### src/rtl/scroll_sequencer.sv
`timescale 1ns/1ps
// -----------------------------------------------------------------------------
// scroll_sequencer
//
// Game-level controller for the scroll datapath. It runs the play state
// machine (IDLE -> RUN -> DYING -> OVER). It gates scrolling through halt and
// pulses game_rst when a game starts. From the score it derives the
// difficulty level and the speed offset.
//
// Ports
//   clk           system clock
//   sys_rst       asynchronous active-high reset
//   frame_tick    one-cycle pulse per video frame
//   btn_move      debounced move button (level)
//   btn_start     debounced start button (level); a rising edge starts a game
//   collision     car/player overlap, sampled every cycle
//   halt          freezes the scroll block when high
//   game_rst      one-cycle pulse that restarts the scroll block
//   move_amt      pixels per frame while moving (constant MOVE_AMT)
//   speed_change  per-level speed offset handed to the scroll block
//   score         rows travelled in the current/last game
//   level         current difficulty level
//   high_score    best score since sys_rst
//   state         00 IDLE, 01 RUN, 10 DYING, 11 OVER
// -----------------------------------------------------------------------------
module scroll_sequencer #(
   parameter int MOVE_AMT     = 8,
   parameter int ROW_PX       = 32,
   parameter int LEVEL_ROWS   = 16,
   parameter int SPEED_STEP   = 12,
   parameter int MAX_LEVEL    = 15,
   parameter int DEATH_FRAMES = 60
) (
   input  logic       clk,
   input  logic       sys_rst,
   input  logic       frame_tick,
   input  logic       btn_move,
   input  logic       btn_start,
   input  logic       collision,
   output logic       halt,
   output logic       game_rst,
   output logic [7:0] move_amt,
   output logic [7:0] speed_change,
   output logic [9:0] score,
   output logic [3:0] level,
   output logic [9:0] high_score,
   output logic [1:0] state
);

   typedef enum logic [1:0] {
      ST_IDLE  = 2'b00,
      ST_RUN   = 2'b01,
      ST_DYING = 2'b10,
      ST_OVER  = 2'b11
   } state_t;

   localparam int              DW         = $clog2(DEATH_FRAMES + 1);
   localparam logic [6:0]      MOVE_AMT7  = 7'(MOVE_AMT);
   localparam logic [6:0]      ROW_PX7    = 7'(ROW_PX);
   localparam logic [9:0]      SCORE_MAX  = 10'd1023;
   localparam logic [3:0]      LEVEL_MAX  = 4'(MAX_LEVEL);
   localparam logic [DW-1:0]   DEATH_LAST = DW'(DEATH_FRAMES - 1);

   state_t        state_reg, state_next;
   logic          start_prev_reg;
   logic          game_rst_reg, game_rst_next;
   logic [6:0]    dist_reg, dist_next;
   logic [9:0]    score_reg, score_next;
   logic [3:0]    level_reg, level_next;
   logic [9:0]    high_score_reg, high_score_next;
   logic [7:0]    speed_reg, speed_next;
   logic [DW-1:0] death_cnt_reg, death_cnt_next;

   logic          start_edge;
   logic [6:0]    dist_sum;
   logic [9:0]    score_plus;
   logic [11:0]   speed_full;
   logic [7:0]    speed_sat;

   assign start_edge = btn_start & ~start_prev_reg;
   assign dist_sum   = dist_reg + MOVE_AMT7;
   assign score_plus = score_reg + 10'd1;

   // speed_change tracks level one cycle later, clamped to 8 bits.
   assign speed_full = 12'(level_reg) * 12'(SPEED_STEP);
   assign speed_sat  = (speed_full > 12'd255) ? 8'hFF : speed_full[7:0];

   always_comb begin
      state_next      = state_reg;
      game_rst_next   = 1'b0;
      dist_next       = dist_reg;
      score_next      = score_reg;
      level_next      = level_reg;
      high_score_next = high_score_reg;
      speed_next      = speed_sat;
      death_cnt_next  = death_cnt_reg;
      halt            = 1'b1;

      case (state_reg)
         ST_IDLE, ST_OVER: begin
            if (start_edge) begin
               game_rst_next = 1'b1;
               score_next    = '0;
               level_next    = '0;
               dist_next     = '0;
               speed_next    = '0;
               state_next    = ST_RUN;
            end
         end

         ST_RUN: begin
            halt = ~btn_move;
            // Collision wins over a same-cycle frame: no travel is credited.
            if (collision) begin
               state_next     = ST_DYING;
               death_cnt_next = '0;
            end else if (frame_tick && btn_move) begin
               if (dist_sum >= ROW_PX7) begin
                  dist_next = dist_sum - ROW_PX7;
                  if (score_reg != SCORE_MAX) begin
                     score_next = score_plus;
                     if (((score_plus % 10'(LEVEL_ROWS)) == 10'd0) &&
                         (level_reg != LEVEL_MAX)) begin
                        level_next = level_reg + 4'd1;
                     end
                  end
               end else begin
                  dist_next = dist_sum;
               end
            end
         end

         ST_DYING: begin
            if (frame_tick) begin
               if (death_cnt_reg == DEATH_LAST) begin
                  state_next = ST_OVER;
                  if (score_reg > high_score_reg) begin
                     high_score_next = score_reg;
                  end
               end else begin
                  death_cnt_next = death_cnt_reg + 1'b1;
               end
            end
         end

         default: begin
            state_next = ST_IDLE;
         end
      endcase
   end

   always_ff @(posedge clk or posedge sys_rst) begin
      if (sys_rst) begin
         state_reg      <= ST_IDLE;
         start_prev_reg <= 1'b0;
         game_rst_reg   <= 1'b0;
         dist_reg       <= '0;
         score_reg      <= '0;
         level_reg      <= '0;
         high_score_reg <= '0;
         speed_reg      <= '0;
         death_cnt_reg  <= '0;
      end else begin
         state_reg      <= state_next;
         start_prev_reg <= btn_start;
         game_rst_reg   <= game_rst_next;
         dist_reg       <= dist_next;
         score_reg      <= score_next;
         level_reg      <= level_next;
         high_score_reg <= high_score_next;
         speed_reg      <= speed_next;
         death_cnt_reg  <= death_cnt_next;
      end
   end

   assign game_rst     = game_rst_reg;
   assign move_amt     = 8'(MOVE_AMT);
   assign speed_change = speed_reg;
   assign score        = score_reg;
   assign level        = level_reg;
   assign high_score   = high_score_reg;
   assign state        = state_reg;

endmodule

### config.mk
export PLATFORM = sky130hd
export DESIGN_NAME = scroll_sequencer
export DESIGN_NICKNAME = d
export VERILOG_FILES = /design/src/rtl/scroll_sequencer.sv
export SDC_FILE = /design/constraint.sdc
export NUM_CORES = 1
export LEC_CHECK = 0
export ABC_AREA = 1
export CORE_ASPECT_RATIO = 0.75
export CORE_MARGIN = 3
export CORE_UTILIZATION = 50
export DETAILED_ROUTE_END_ITERATION = 6
export PLACE_DENSITY = 0.76
export SETUP_SLACK_MARGIN = 0.05
export SYNTH_ARGS = -nofsm -noshare
export SYNTH_HDL_FRONTEND = slang
export SYNTH_SLANG_ARGS = --single-unit
### constraint.sdc
create_clock -name clk -period 2.6 [get_ports clk]
set_input_delay 0.39 -clock clk [delete_from_list [all_inputs] [get_ports clk]]
set_output_delay 0.39 -clock clk [all_outputs]
set_load 0.005 [all_outputs]
==> impl_metrics.ini <==
[synthesis]
synth_top_area_cell = sky130_fd_sc_hd__dfrtp_1
yosys.area_share.adder = 0.104
netlist_area_before_placement_um2 = 2850
synthCells = 361
ys_seq_elements = 44
syn-mean-instance-area_um2 = 7.89
yosys_warnings = 0
yosys.area_share.xor_xnor = 0.0277
post_synthesis_mux_area_share = 0
synth-seq-area-share = 0.387
yosys.cell_types.count = 34
yosys-top-cells-area = sky130_fd_sc_hd__dfrtp_1 (39%), sky130_fd_sc_hd__nand2_1 (13%), sky130_fd_sc_hd__ha_1 (9.7%), sky130_fd_sc_hd__nand3_1 (5.6%), sky130_fd_sc_hd__inv_1 (5.4%)
synth_simple_gate_area_share = 0.313
synth-compound-area-share = 0.0589
post-synth-top-area-fraction = 0.387
main_combinational_cell_family_by_area_after_synthesis = simple AND/OR/NAND/NOR gates

[power_and_ir_drop]
intPower_mw = 1.33
pwrdens_nw_per_um2 = 702
pwr-share-clk = 0.179
vdd_ir_drop_max_mv = 0.487
power_frac_comb = 0.451
switching_share = 0.435
seqPwrFrac = 0.370
design_power_total_mw = 2.35
p_leak_nw = 1.70
switchingPower_mw = 1.02

[die]
die_boundary_width_um = 93.1
rows = 23
initial_standard_cell_utilization_of_the_core = 0.526
dieArea_um2 = 6650
ioPinCount = 50
core_region_area_um2 = 5410
die_height_um = 71.4

[sta]
timing.final.setup_violations = 0
timing.fmax_mhz = 450
setup-tns-final_ns = 0
timing.final.crit_share = 0.854
min_period_ns = 2.22
hold_viol = 0
rsz0062_at_grt = false
worst_slack_ns = 0.379
fin_hold_ws_ns = 0.436
clock_skew_ns = 0.00468
drv_slew = 0

[clock_network]
cts.htree.levels = 2
cts_root_buffer = sky130_fd_sc_hd__clkbuf_8
worst_skew_pair.late_latency_ns = 0.30
post_cts_resize_count = 0
cts.path.max_buffers = 2
post_cts.repair.setup_buffers = 0
postCtsHoldBufs = 0
tritoncts = yes
clk_transition_reported_paths_ns = 0.08
clock-sinks = 44
cts_buffers = 5

[critical_path]
setup.worst_path.class = flop to output port
reg2reg_depth = 9
critical_path.reg2reg.endpoint = death_cnt_reg[0]
setup.reg_to_reg.worst_slack_ns = 0.49
critical_path_data_required_time_ns = 2.21
worstPathMaxFanout = 13
worstSetupEndpointType = output port
critical_path_arrival_ns = 1.83
worstReg2RegStart = state[1]
worstSetupStartpointType = flop

[place]
postPlaceCellArea_um2 = 3270
gp_routability_congestion = 0.855
post-place-ws_ns = 0.512
portBuffers = 39
dp.final_hpwl_mm = 4.67

[routing]
firstDrtPassIters = 4
detail-route-antenna-nets = 0
routedWlPerCell_um = 12.7
num_vias = 2378
drtIter0Drc = 148
post-route-drc-count = 0
routed_wl_mm = 6.05
vias_per_cell = 4.97

[global_route]
grtUsageTotal = 0.200
grt_start_max_net_pins = 23
first_pass_grt_wire_length_mm = 10.6
overflow = 0
grt_pass1_vias = 2370
antenna_found_initial = 0

[finish]
area.growth.synth_to_final_pct = 17.5
postLayoutCellArea_um2 = 3350
antenna_cells_inserted = 0
multiInputGateArea_um2 = 1470
nets = 432
layout.filler_cells = 487
layout.cells.most_common = sky130_fd_sc_hd__nand2_1
seqCellArea_um2 = 1100
mostFrequentLayoutCells = sky130_fd_sc_hd__nand2_1 (101), sky130_fd_sc_hd__dfrtp_1 (44), sky130_fd_sc_hd__inv_1 (40)
drive_above_1_share = 0.0943

[run_status]
outcome = finished, final reports clean

[flow_run]
cap_viol_max_count = 0

[min_path]
path_category_of_the_worst_min_delay_check = input pin to asynchronous set/reset pin
## power by group through the flow
stage	clock network, mW	registers (mW)	logic (mW)
after CTS	0.437	0.868	1.07
after global placement	0	0.875	1.03
after detailed placement	0	0.883	1.06
after global routing	0.460	0.882	1.21
after floorplan	0	0.868	0.838
final	0.420	0.869	1.06
## cell type report
cell class                 instances  area share
multi-input combinational        262       0.439
sequential                        44       0.329
timing repair buffer              44       0.128
inverter                          46      0.0516
tap                               75      0.0280
clock buffer                       5      0.0206
clock inverter                     2     0.00374
## metrics by stage
stage	utilization	cells
detailed placement	0.604	471
floorplan	-	369
finish	0.619	478
global route	0.619	478
global placement	0.604	471
CTS	0.619	478
## routing by layer
metal / share of wire / routed length, µm / global-route usage / vias up
met5: 0 / 0 / 0 / -
met4: 0.014 / 87 / 0.0699 / 0
met3: 0.038 / 231 / 0.0378 / 9
met2: 0.47 / 2840 / 0.327 / 42
met1: 0.48 / 2900 / 0.267 / 1109
li1: - / - / - / 1218
## worst max-delay path, cell delays in order (launching register included)
cell	delay [ns]
sky130_fd_sc_hd__dfrtp_1	0.41
sky130_fd_sc_hd__inv_1	0.09
sky130_fd_sc_hd__ha_1	0.47
sky130_fd_sc_hd__nand2_1	0.09
sky130_fd_sc_hd__clkdlybuf4s50_1	0.47
## logic make-up after synthesis
| kind of cell | Yosys count |
|---|---|
| AOI/OAI and AO/OA | 31 |
| DFF | 44 |
| xor gates and xnor gates | 9 |
| and+or+nand+nor | 189 |
| adders and majority gates | 23 |
| other | 2 |
| buffers and inverters | 63 |
## how the worst max path moves through the flow
stage                         from                to  slack, ns  cells after the start
after global routing      state[1]              halt       0.27                      4
after global placement    state[1]  death_cnt_reg[2]       0.58                      9
after floorplan           score[8]     high_score[0]       0.99                      9
after detailed placement  state[1]  death_cnt_reg[0]       0.51                      9
final                     state[1]              halt       0.38                      4
after CTS                 state[1]              halt       0.36                      4
## Yosys cell counts (all sizes together)
library cell / count
nand2: 108
inv: 46
dfrtp: 44
nand3: 37
nor2: 24
ha: 22
buf: 17
o21ai: 16
a21oi: 10
nand4: 10
xor2: 5
nor3: 4
or2: 4
xnor2: 4
conb: 2
a22o: 1
fa: 1
nand3b: 1
nor3b: 1
o211ai: 1
o21a: 1
o21bai: 1
o22ai: 1
Note: power is estimated with default switching activity, not from simulation.
